File: src/rtl/draw_sprite.sv
// draw_sprite: overlays a ROM-backed SPR_W x SPR_H bitmap on the VGA stream
// at a per-frame latched (x,y), delaying timing by three clocks.
//
// Ports:
//   clk, rst_n             pixel clock, synchronous active-low reset
//   hcount_in..vblnk_in    timing from the generator
//   rgb_in                 background colour (4:4:4)
//   xpos, ypos, en         requested sprite position / enable
//   rom_addr, rom_data     synchronous sprite ROM (data one clk after addr)
//   hcount_out..vblnk_out  timing delayed by three clocks
//   rgb_out                composed colour
module draw_sprite #(
    parameter int          SPR_W  = 128,
    parameter int          SPR_H  = 256,
    parameter int          ADDR_W = 15,
    parameter logic [10:0] X0     = 11'd0,
    parameter logic [10:0] Y0     = 11'd0,
    parameter logic [11:0] TRANSP = 12'hF0F
) (
    input  logic              clk,
    input  logic              rst_n,
    input  logic [10:0]       hcount_in,
    input  logic              hsync_in,
    input  logic              hblnk_in,
    input  logic [10:0]       vcount_in,
    input  logic              vsync_in,
    input  logic              vblnk_in,
    input  logic [11:0]       rgb_in,
    input  logic [10:0]       xpos,
    input  logic [10:0]       ypos,
    input  logic              en,
    output logic [ADDR_W-1:0] rom_addr,
    input  logic [11:0]       rom_data,
    output logic [10:0]       hcount_out,
    output logic              hsync_out,
    output logic              hblnk_out,
    output logic [10:0]       vcount_out,
    output logic              vsync_out,
    output logic              vblnk_out,
    output logic [11:0]       rgb_out
);

    localparam logic [10:0] LATCH_V = 11'd768;
    localparam logic [10:0] LATCH_H = 11'd0;

    typedef struct packed {
        logic [10:0] hcount;
        logic        hsync;
        logic        hblnk;
        logic [10:0] vcount;
        logic        vsync;
        logic        vblnk;
        logic [11:0] rgb;
        logic        in_spr;
    } pix_t;

    localparam pix_t PIX_ZERO = '0;

    logic [10:0] x_l;
    logic [10:0] y_l;
    logic        en_l;

    pix_t s0;
    pix_t s1;
    pix_t s2;

    logic              frame_start;
    logic [11:0]       h12;
    logic [11:0]       v12;
    logic [11:0]       x_beg;
    logic [11:0]       y_beg;
    logic [11:0]       x_end;
    logic [11:0]       y_end;
    logic              in_spr;
    logic [10:0]       row_off;
    logic [10:0]       col_off;
    logic [ADDR_W-1:0] addr_next;
    logic              blank2;
    logic [11:0]       rgb_next;

    // Position is only taken at vblank start so a frame never tears.
    assign frame_start = (vcount_in == LATCH_V) && (hcount_in == LATCH_H);

    // 12-bit compares: a sprite hanging past 2047 must not wrap to the left.
    assign h12   = {1'b0, hcount_in};
    assign v12   = {1'b0, vcount_in};
    assign x_beg = {1'b0, x_l};
    assign y_beg = {1'b0, y_l};
    assign x_end = x_beg + 12'(SPR_W);
    assign y_end = y_beg + 12'(SPR_H);

    assign in_spr = en_l
                  && (h12 >= x_beg) && (h12 < x_end)
                  && (v12 >= y_beg) && (v12 < y_end);

    assign row_off   = vcount_in - y_l;
    assign col_off   = hcount_in - x_l;
    assign addr_next = ADDR_W'(32'(row_off) * SPR_W + 32'(col_off));

    always_comb begin
        s0        = PIX_ZERO;
        s0.hcount = hcount_in;
        s0.hsync  = hsync_in;
        s0.hblnk  = hblnk_in;
        s0.vcount = vcount_in;
        s0.vsync  = vsync_in;
        s0.vblnk  = vblnk_in;
        s0.rgb    = rgb_in;
        s0.in_spr = in_spr;
    end

    // rom_data lines up with s2; blanking always wins.
    assign blank2 = s2.hblnk | s2.vblnk;

    always_comb begin
        rgb_next = s2.rgb;
        if (blank2) begin
            rgb_next = 12'h000;
        end else if (s2.in_spr && (rom_data != TRANSP)) begin
            rgb_next = rom_data;
        end
    end

    always_ff @(posedge clk) begin
        if (!rst_n) begin
            x_l  <= X0;
            y_l  <= Y0;
            en_l <= 1'b0;
        end else if (frame_start) begin
            x_l  <= xpos;
            y_l  <= ypos;
            en_l <= en;
        end
    end

    // Stage 1: register pixel, hit flag and ROM address.
    always_ff @(posedge clk) begin
        if (!rst_n) begin
            s1       <= PIX_ZERO;
            rom_addr <= '0;
        end else begin
            s1 <= s0;
            if (in_spr) begin
                rom_addr <= addr_next;
            end
        end
    end

    // Stage 2: wait for the ROM.
    always_ff @(posedge clk) begin
        if (!rst_n) begin
            s2 <= PIX_ZERO;
        end else begin
            s2 <= s1;
        end
    end

    // Stage 3: compose and drive outputs.
    always_ff @(posedge clk) begin
        if (!rst_n) begin
            hcount_out <= '0;
            hsync_out  <= 1'b0;
            hblnk_out  <= 1'b0;
            vcount_out <= '0;
            vsync_out  <= 1'b0;
            vblnk_out  <= 1'b0;
            rgb_out    <= '0;
        end else begin
            hcount_out <= s2.hcount;
            hsync_out  <= s2.hsync;
            hblnk_out  <= s2.hblnk;
            vcount_out <= s2.vcount;
            vsync_out  <= s2.vsync;
            vblnk_out  <= s2.vblnk;
            rgb_out    <= rgb_next;
        end
    end

endmodule

File: config.mk
export PLATFORM = sky130hd
export DESIGN_NAME = draw_sprite
export DESIGN_NICKNAME = d
export VERILOG_FILES = /design/src/rtl/draw_sprite.sv
export SDC_FILE = /design/constraint.sdc
export NUM_CORES = 1
export LEC_CHECK = 0
export ABC_AREA = 1
export CAP_MARGIN = 0
export CORE_UTILIZATION = 50
export CTS_BUF_LIST = sky130_fd_sc_hd__clkbuf_8
export DETAILED_ROUTE_END_ITERATION = 10
export GPL_ROUTABILITY_DRIVEN = 0
export PLACE_DENSITY_LB_ADDON = 0.05
export SKIP_LAST_GASP = 1
export SYNTH_ARGS = -nofsm -noshare
export SYNTH_HDL_FRONTEND = slang
export SYNTH_SLANG_ARGS = --single-unit
File: constraint.sdc
create_clock -name clk -period 4.6 [get_ports clk]
set_clock_uncertainty 0.15 [all_clocks]
set_input_delay 0.92 -clock clk [delete_from_list [all_inputs] [get_ports clk]]
set_output_delay 0.92 -clock clk [all_outputs]
set_load 0.005 [all_outputs]
==> key figures, run 1 <==
Routing
  • Post-route ant nets: 0
  • TritonRoute pass-1 iters: 4
  • # DRC: 0
  • Drt wl/cell: 11.5 um
  • Drt total wl: around 13,000 um
  • Via/cell ratio: 4.44
  • Iter 0 DRT Violations: 292
  • Total number of vias: roughly 5,200

Timing
  • Hold Vio Cnt, Final: 0
  • Fin. max-slew vios: 0
  • Sum of negative setup slack: 0 ns
  • Unrepaired setup endpoints after global routing: false
  • Hold WS: 0.261 ns
  • Peak Freq: 267 MHz
  • Slew margin rel.: between 10% and 20%
  • Period utilization: 81.3%
  • Setup violations, final: 0
  • Crit path time final: 3.74 ns
  • Final setup margin: 0.860 ns
  • Worst slew pin tran: 1.27 ns

Worst setup path
  • Worst setup path end: rom_addr[13]
  • Worst path buffer plus inverter count: 4
  • CP Max Fanout: 3
  • CP max stage delay: 0.46 ns
  • Critical R2R Capture: rom_addr[13]
  • Crit. Startpoint: hcount_in[0]
  • Reg2Reg Setup Slack: ~1.6 ns
  • Delay-heaviest family, CP: adder cells
  • CP Cell Sequence: clkdlybuf4s50_1 > inv_1 > ha_1 > inv_1 > fa_1 > nand2_1 > nand2_1 > and2_1 > nand2_1 > nand2_1 > xnor2_1 > inv_1 > fa_1 > nand2_1 > nand2_1 > a21oi_1 > a21oi_1 > nand2_1 > nand2_1 > nand2_1 > nand3_1 > nand2_1 > nor2_1
  • Slowest CP cell: fa_1
  • CP Launch Type: primary input
  • Worst path most repeated cell: nand2_1
  • Crit Path Category: in -> reg
  • Worst setup EP type: flop
  • Critical path depth: 23
  • RR Startpoint: x_l[0]
  • Depth of the worst register-to-register path: 21
  • Crit path DAT: between 3 and 4 ns
  • Worst EP required: 4.80 ns

Clock network
  • TritonCTS clock tree: done
  • PostCTS Resize Cnt: 0
  • CTS clk-pin slew, worst paths: 0.08 ns
  • Clock latency on the worst-skew pair: 0.45 ns
  • Post-CTS Setup Bufs: 0
  • CTS Hold Bufs: 0
  • CTS H-Tree Depth: 4
  • Longest Clk Path Bufs: 2
  • CTS sink cnt: approximately 150
  • Inserted Clock Buffers: 17
  • Root Buffer: clkbuf_8

Die
  • Die Y: 116 um
  • I/O pins: 128
  • Site Rows: 41
  • Core area: 12,700 um^2
  • Die area: approximately 14,000 um^2
  • Die width: roughly 120 um
  • Initial Util: 51.7%

GRT
  • Vias in the first global route: between 4,000 and 5,000
  • Gr usage total: a little over a fifth
  • Initial antenna violation count: 0
  • Pin count of the biggest net entering global routing: 95
  • Total gr overflow: 0
  • Global-route wire length before repair: ~22,000 um

Synthesis
  • Synth cell count leaders: nand2_1, inv_1, dfxtp_1
  • Avg Cell Area, Syn: about 7.6 um^2
  • Area leader, netlist: dfxtp_1
  • Top post-synthesis cells by area: dfxtp_1, nand2_1, inv_1, ha_1, nor2_1
  • Area share of the largest cell type after synthesis: 47.1%
  • Post-synthesis sequential area ratio: 47.1%
  • Mapped Cells: 860
  • Cell with the most instances after synthesis: nand2_1
  • Ys async rst share: 0%
  • Synth Register Bits: approximately 150
  • Cell area after synthesis: 6550 um^2
  • Synth warn: 0
  • Synth cell types: 37
  • Post-Syn Nets: 973
  • Most used DFF post-synth: dfxtp_1
  • Post-synth EDFFs: 0

Pwr
  • Sw Share: 23.7%
  • Psw: 0.000652 W
  • PwrDens: 330 nW/um^2
  • Internal power: ~0.0021 W
  • Leak Pwr: 4.35 nW
  • Combinational power share: 10.6%
  • Worst vdd ir: 0.150 mV
  • Tot Pwr: 0.00276 W
  • Clock power frac: just under 40%
  • Power share of the sequential group: 50.1%

Placed design
  • Placed cell count: about 1,100
  • HPWL after detailed placement: 9870 um
  • IO buf count: 127
  • Pre-CTS setup slack: 0.396 ns

Min path
  • Hold path depth: 2
  • Worst min path class: reg -> reg

Layout
  • Area delta synth->final: 27.4%
  • Layout Nets: 1,096
  • Non-Filler Instances: 1,167
  • Inserted Diodes: 0
  • Share of post-route cells with drive strength above 1: 5.43%

Flow run
  • Max cap viols: 0

Run status
  • Status: completed
==> cells by family (layout without fill, tap and decap cells) <==
family                   count (synthesis)  in the layout  share of synthesized area [%]
AND/OR/NAND/NOR                        385            385                           24.5
buffers and inverters                  213            348                           12.8
flip-flops                             154            154                           47.1
AO/OA/AOI/OAI                           53             53                           5.75
adder cells (fa/ha/maj)                 38             38                           7.61
XOR/XNOR                                17             17                           2.27
==> per-layer routing <==
layer  vias to the layer above  GRT usage [%]  share of wire, %
li1                       2802              -                 -
met1                      2246           27.2                47
met2                       115           34.5                46
met3                        13           5.40               5.2
met4                         0           7.44               1.0
met5                         -              0                 0
==> area by class of cell <==
type,count,area (um^2)
Sequential cell,154,3080
Clock inverter,10,139
Inverter,188,706
Multi-Input combinational cell,493,2630
Timing Repair Buffer,129,1280
Tap cell,172,215
Clock buffer,21,289
Fill cell,1156,4330
==> cell usage in the layout (no fill, tap or decap), types with 2 or more instances in the layout <==
master,count
xor2_1,11
a31oi_1,3
a21oi_1,14
nand4_1,5
and2_1,2
nand2_2,3
nand3_1,25
clkinv_2,3
clkdlybuf4s50_1,126
dfxtp_1,154
xnor2_1,6
buf_4,3
nor3_1,4
nor2_1,106
nand2_1,226
inv_1,187
a211oi_2,10
ha_1,35
inv_6,2
nand3b_1,4
o21ai_0,13
a211oi_1,10
clkbuf_8,21
fa_1,3
bufinv_16,3
or2_1,2
==> flip-flops by register name, summed over array words and instances (netlist names) <==
| signal | flops |
|---|---|
| x_l | 11 |
| vblnk_out | 1 |
| rgb_out | 12 |
| vsync_out | 1 |
| hcount_out | 11 |
| y_l | 11 |
| vcount_out | 11 |
| s2 | 39 |
| en_l | 1 |
| hsync_out | 1 |
| hblnk_out | 1 |
| rom_addr | 15 |
| s1 | 39 |
==> worst register-to-register path, stage by stage, from the launching register on <==
cell,delay (ns)
dfxtp_1,0.34
ha_1,0.15
inv_1,0.06
fa_1,0.40
nand2_1,0.08
nand2_1,0.07
and2_1,0.17
nand2_1,0.07
nand2_1,0.08
xnor2_1,0.14
inv_1,0.09
fa_1,0.46
nand2_1,0.08
nand2_1,0.05
a21oi_1,0.20
a21oi_1,0.08
nand2_1,0.07
nand2_1,0.04
nand2_1,0.05
nand3_1,0.06
nand2_1,0.06
nor2_1,0.03
==> per-stage QoR <==
stage	utilization (%)	cell area (um^2)
finish	65.8	8340
global route	65.8	8340
floorplan	-	6550
CTS	65.8	8340
detailed placement	62.5	7920
global placement	62.5	7920
==> power groups by stage <==
stage | clock network (W) | logic (W) | registers [W]
2_1_floorplan | 0 | 0.000160 | 0.00141
3_3_place_gp | 0 | 0.000290 | 0.00141
3_5_place_dp | 0 | 0.000292 | 0.00141
4_1_cts | 0.00111 | 0.000294 | 0.00138
5_1_grt | 0.00117 | 0.000331 | 0.00138
6_report | 0.00109 | 0.000292 | 0.00138
==> how the worst min path moves through the flow <==
stage | from | endpoint | slack [ns]
CTS | s2[31] | hcount_out[3] | 0.26
global route | s1[30] | s2[30] | 0.28
global placement | s1[14] | s2[14] | 0.24
detailed placement | s1[6] | s2[6] | 0.25
finish | s2[16] | vcount_out[1] | 0.26
floorplan | s2[28] | hcount_out[0] | 0.24
Note: power is estimated with default switching activity, not from simulation.
==> run 2: changes to the inputs <==
--- a/config.mk
+++ b/config.mk
@@ -7,7 +7,7 @@
 export LEC_CHECK = 0
 export ABC_AREA = 1
 export CAP_MARGIN = 0
-export CORE_UTILIZATION = 50
+export CORE_UTILIZATION = 48
 export CTS_BUF_LIST = sky130_fd_sc_hd__clkbuf_8
 export DETAILED_ROUTE_END_ITERATION = 10
 export GPL_ROUTABILITY_DRIVEN = 0
==> constraint.sdc (replaced) <==
create_clock -name clk -period 3.35 [get_ports clk]
set_clock_uncertainty 0.15 [all_clocks]
set_input_delay 0.67 -clock clk [delete_from_list [all_inputs] [get_ports clk]]
set_output_delay 0.67 -clock clk [all_outputs]
set_load 0.005 [all_outputs]
==> run 2 against run 1 <==
  * Count of clock-buffer cells in the layout fell by 1
  * Global-route usage fell by 0.28 points
  * Critical endpoint unchanged
  * Total power rose by 33%
  * Cell count rose by 3.6%
  * Largest cell class unchanged
  * Die area rose by 4.1%
  * Via count rose by 1.5%
  * Sequential share of layout area fell by 1.2 points
  * Highest routed layer unchanged
==> key figures, run 2 (synthesis results as in run 1) <==
Run status
  • Status: completed

Timing
  • Crit path time final: 3.13 ns
  • Worst slew pin tran: 0.548 ns
  • Final setup margin: 0.217 ns
  • Hold WS: 0.260 ns
  • Peak Freq: approximately 320 MHz
  • Sum of negative setup slack: 0 ns
  • Unrepaired setup endpoints after global routing: false
  • Fin. max-slew vios: 0
  • Hold Vio Cnt, Final: 0
  • Slew margin rel.: a little over three fifths
  • Period utilization: about 94%
  • Setup violations, final: 0

Routing
  • Via/cell ratio: 4.34
  • Post-route ant nets: 0
  • Total number of vias: 5,252
  • # DRC: 0
  • Drt wl/cell: 11.4 um
  • Iter 0 DRT Violations: 263
  • Drt total wl: 13,700 um
  • TritonRoute pass-1 iters: 4

Layout
  • Inserted Diodes: 0
  • Biggest regs: s1 x39, s2 x39, rom_addr x15
  • Post-route cell area: between 8000 and 9000 um^2
  • Most frequent cells in the layout: nand2_1, inv_1, dfxtp_1
  • Share of post-route cells with drive strength above 1: 9.29%
  • Most common cell after layout, fill and taps aside: nand2_1
  • Layout Nets: ~1,100
  • Area delta synth->final: 31.9%

GRT
  • Vias in the first global route: 4,843
  • Total gr overflow: 0
  • Gr usage total: 20.9%
  • Pin count of the biggest net entering global routing: 56
  • Global-route wire length before repair: 22,900 um
  • Initial antenna violation count: 0

Worst setup path
  • CP max stage delay: 0.46 ns
  • Worst EP required: 3.55 ns
  • Crit. Startpoint: hcount_in[2]
  • Crit Path Category: in -> reg
  • Critical path depth: 19
  • Depth of the worst register-to-register path: 23
  • Worst path most repeated cell: nand2_1
  • CP Launch Type: primary input
  • Worst path buffer plus inverter count: 1
  • Worst setup path end: rom_addr[13]
  • CP Max Fanout: 5
  • Delay-heaviest family, CP: adder cells
  • Reg2Reg Setup Slack: 0.46 ns
  • Worst setup EP type: flop
  • CP Cell Sequence: clkdlybuf4s50_1 > ha_1 > a21oi_1 > nand2_1 > nand2_1 > nand2_2 > xor2_1 > ha_1 > fa_1 > nand2_1 > nand2_1 > a21oi_2 > a21oi_1 > nand2_1 > nand2_1 > nand2_1 > nand3_1 > nand2_1 > nor2_1
  • RR Startpoint: x_l[0]
  • Slowest CP cell: clkdlybuf4s50_1
  • Critical R2R Capture: rom_addr[14]
  • Crit path DAT: 3.34 ns

Clock network
  • Root Buffer: clkbuf_8
  • Longest Clk Path Bufs: 2
  • Clock latency on the worst-skew pair: 0.46 ns
  • TritonCTS clock tree: done
  • Inserted Clock Buffers: 17
  • CTS clk-pin slew, worst paths: roughly 0.08 ns
  • Post-CTS Setup Bufs: 0
  • CTS H-Tree Depth: 4
  • CTS sink cnt: about 150

Placed design
  • DP Area: 8240 um^2
  • IO buf count: ~130
  • Pre-CTS setup slack: -0.537 ns
  • HPWL after detailed placement: just over 10,000 um

Die
  • Die area: 14,100 um^2
  • Die Y: roughly 120 um
  • Die width: 119 um
  • Site Rows: 42
  • I/O pins: 128
  • Core area: between 10,000 and 15,000 um^2
  • Initial Util: 49.2%

Flow run
  • Max cap viols: 0

Pwr
  • PwrDens: 424 nW/um^2
  • Leak Pwr: 4.53 nW
  • Worst vdd ir: 0.251 mV
  • Tot Pwr: 0.00366 W

Min path
  • Worst min path class: reg -> reg
  • Hold path depth: 2
## run 2: cell count changes in the layout (fill, tap and decap cells not counted), sizes merged
cell,before,now
buf,3,41
clkdlybuf4s50,126,124
inv,189,190
bufinv,3,1
clkinv,5,4
dlymetal6s2s,0,2
clkbuf,21,20
clkinvlp,1,4
## run 2: what timing repair did
action | CTS | global route
resized for setup | 3 | 4
gates cloned | 0 | 0
hold buffers | 0 | 0
endpoints found under the setup margin | 2 | 5
## run 2: routing by layer
metal / track usage, % / vias up / wire length, um
met3: 5.26 / 24 / 595
met4: 8.78 / 0 / 260
li1: - / 2877 / -
met5: 0 / - / 0
met2: 33.8 / 104 / 6080
met1: 26.4 / 2247 / 6800
## run 2: power by group
part	total, W	internal, W	switching (W)
clock	0.00132	0.000639	0.000677
sequential	0.00190	0.00188	0.0000125
combinational	0.000452	0.000230	0.000222
## run 2: worst min-delay path by stage
stage	start	endpoint	slack, ns
final	s1[7]	s2[7]	0.26
after global routing	s1[7]	s2[7]	0.27
after floorplan	s2[28]	hcount_out[0]	0.24
after CTS	s1[7]	s2[7]	0.26
after detailed placement	s2[21]	vcount_out[6]	0.25
after global placement	s1[8]	s2[8]	0.24
## run 2: metrics by stage
stage / util, % / instances
2_1_floorplan: - / 860
3_3_place_gp: 62.0 / 1178
3_5_place_dp: 62.0 / 1178
4_1_cts: 64.9 / 1209
5_1_grt: 64.9 / 1209
6_report: 64.9 / 1209
## run 2: worst reg2reg max path, stage by stage, from the launching register on
cell,delay [ns]
dfxtp_1,0.34
ha_1,0.14
inv_1,0.06
fa_2,0.34
nand2_1,0.07
nand2_1,0.06
and2_1,0.14
nand2_1,0.06
nand2_1,0.08
xnor2_1,0.14
inv_1,0.09
buf_4,0.13
ha_1,0.27
nand3_1,0.06
nand3_1,0.09
nand2_1,0.05
nand2_1,0.05
nand2_1,0.08
inv_1,0.08
nand3_1,0.06
nand2_1,0.06
nand2_1,0.05
nor2_1,0.08
nor2_1,0.05
## run 2: area by class of cell
type	count	area [um^2]
Multi-Input combinational cell	493	2640
Inverter	188	706
Timing Repair Buffer	167	1610
Clock buffer	20	275
Clock inverter	11	96.3
Sequential cell	154	3080
Fill cell	1228	4660
Tap cell	176	220
==> run 3: changes to the inputs <==
--- a/config.mk
+++ b/config.mk
@@ -7,6 +7,7 @@
 export LEC_CHECK = 0
 export ABC_AREA = 1
 export CAP_MARGIN = 0
+export CORE_MARGIN = 10
 export CORE_UTILIZATION = 48
 export CTS_BUF_LIST = sky130_fd_sc_hd__clkbuf_8
 export DETAILED_ROUTE_END_ITERATION = 10
==> run 3 against run 2 <==
  * Clock power rose by 12%
  * Non-clock buffer count fell by 2
  * First-iteration DRC count rose by 3.0%
  * Count of clock-buffer cells in the layout fell by 1
  * Highest routed layer unchanged
==> key figures, run 3 (synthesis results as in run 1) <==
Timing
  • Crit path time final: 3.15 ns
  • Worst slew pin tran: 0.821 ns
  • Period utilization: 93.9%
  • Fin. max-slew vios: 0
  • Peak Freq: 318 MHz
  • Setup violations, final: 0
  • Unrepaired setup endpoints after global routing: false
  • Slew margin rel.: 45.3%
  • Hold Vio Cnt, Final: 0
  • Sum of negative setup slack: 0 ns

Worst setup path
  • CP Max Fanout: 3
  • Worst EP required: 3.56 ns
  • RR Startpoint: x_l[0]
  • Crit Path Category: in -> reg
  • Crit path DAT: ~3.4 ns
  • Worst setup EP type: flop
  • CP Launch Type: primary input
  • Crit. Startpoint: hcount_in[5]

Run status
  • Status: completed

Placed design
  • IO buf count: 127
  • Placed cell count: 1,176
  • HPWL after detailed placement: 11,400 um

Die
  • Die area: 18,700 um^2
  • Core area: 13,300 um^2
  • Site Rows: 42
  • Die Y: roughly 140 um
  • I/O pins: roughly 130
  • Die width: 137 um
  • Initial Util: 49.2%

Layout
  • Non-Filler Instances: between 1,000 and 1,500
  • Area delta synth->final: 32.3%
  • Most frequent cells in the layout: nand2_1, inv_1, dfxtp_1
  • Most common cell after layout, fill and taps aside: nand2_1
  • Inserted Diodes: 0
  • Fin util: around two thirds
  • Share of post-route cells with drive strength above 1: 9.40%
  • Biggest regs: s1 x39, s2 x39, rom_addr x15
  • Layout Nets: 1,132

Routing
  • # DRC: 0
  • Iter 0 DRT Violations: 271
  • Total number of vias: 5,288
  • TritonRoute pass-1 iters: 6
  • Post-route ant nets: 0
  • Via/cell ratio: 4.38
  • Drt wl/cell: 12.2 um
  • Drt total wl: between 10,000 and 15,000 um

GRT
  • Global-route wire length before repair: 23,600 um
  • Pin count of the biggest net entering global routing: 92
  • Initial antenna violation count: 0
  • Vias in the first global route: 4,889
  • Total gr overflow: 0
  • Gr usage total: 15.9%

Flow run
  • Max cap viols: 0

Clock network
  • Clock latency on the worst-skew pair: 0.45 ns
  • CTS Hold Bufs: 0
  • Post-CTS Setup Bufs: 0
  • CTS sink cnt: 154
  • Root Buffer: clkbuf_8
  • TritonCTS clock tree: done
  • CTS clk-pin slew, worst paths: 0.08 ns
  • CTS H-Tree Depth: 4
  • Inserted Clock Buffers: 17
  • Longest Clk Path Bufs: 2

Min path
  • Worst min path class: reg -> reg
  • HP Start: s2[17]

Pwr
  • Worst vdd ir: 0.295 mV
  • PwrDens: 442 nW/um^2
  • Leak Pwr: about 4.5 nW
-- run 3: per-stage QoR --
stage	cell area, um^2	total power (W)	hold WS [ns]	worst slack [ns]
final	8660	0.00382	0.262	0.204
after global routing	8660	0.00400	0.268	0.00816
after CTS	8650	0.00386	0.261	0.00802
after detailed placement	8220	0.00239	0.245	-0.493
after global placement	8220	0.00238	0.242	-0.428
after floorplan	6550	0.00216	0.240	0.105
-- run 3: critical path: stages --
cell,delay [ns]
clkdlybuf4s50_1,0.48
ha_1,0.36
nand2_1,0.10
inv_1,0.04
a21oi_1,0.19
nand2_2,0.10
xor2_1,0.15
ha_1,0.21
fa_2,0.34
nand2_1,0.06
nand2_1,0.06
a21oi_2,0.17
a21oi_1,0.08
nand2_1,0.07
nand2_1,0.04
nand2_1,0.05
nand3_1,0.06
nand2_1,0.07
nor2_1,0.04
-- run 3: report_power, final --
part / switching [W] / internal [W]
combinational: 0.000222 / 0.000229
sequential: 0.0000122 / 0.00188
clock: 0.000697 / 0.000781
-- run 3: final timing paths --
path | endpoint | slack [ns] | cells past startpoint
min | vcount_out[2] | 0.26 | 2
max reg2reg | rom_addr[13] | 0.48 | 21
min reg2reg | vcount_out[2] | 0.26 | 2
max | rom_addr[13] | 0.20 | 19
-- run 3: layout make-up --
cell class / instances / area [um^2]
Clock buffer: 19 / 262
Multi-Input combinational cell: 493 / 2640
Timing Repair Buffer: 165 / 1580
Inverter: 188 / 706
Tap cell: 176 / 220
Fill cell: 1177 / 4630
Clock inverter: 13 / 165
Sequential cell: 154 / 3080
-- run 3: repair_timing --
| action | CTS | global route |
|---|---|---|
| setup endpoints to repair | 1 | 5 |
| pin swaps | 0 | 2 |
| resized for setup | 1 | 8 |
-- run 3: per-layer routing --
| layer | up-vias | wire (um) | track usage, % |
|---|---|---|---|
| met2 | 104 | 6640 | 25.5 |
| met1 | 2276 | 6900 | 19.8 |
| met3 | 27 | 934 | 4.99 |
| li1 | 2881 | - | - |
| met4 | 0 | 280 | 5.68 |
| met5 | - | 0 | 0 |
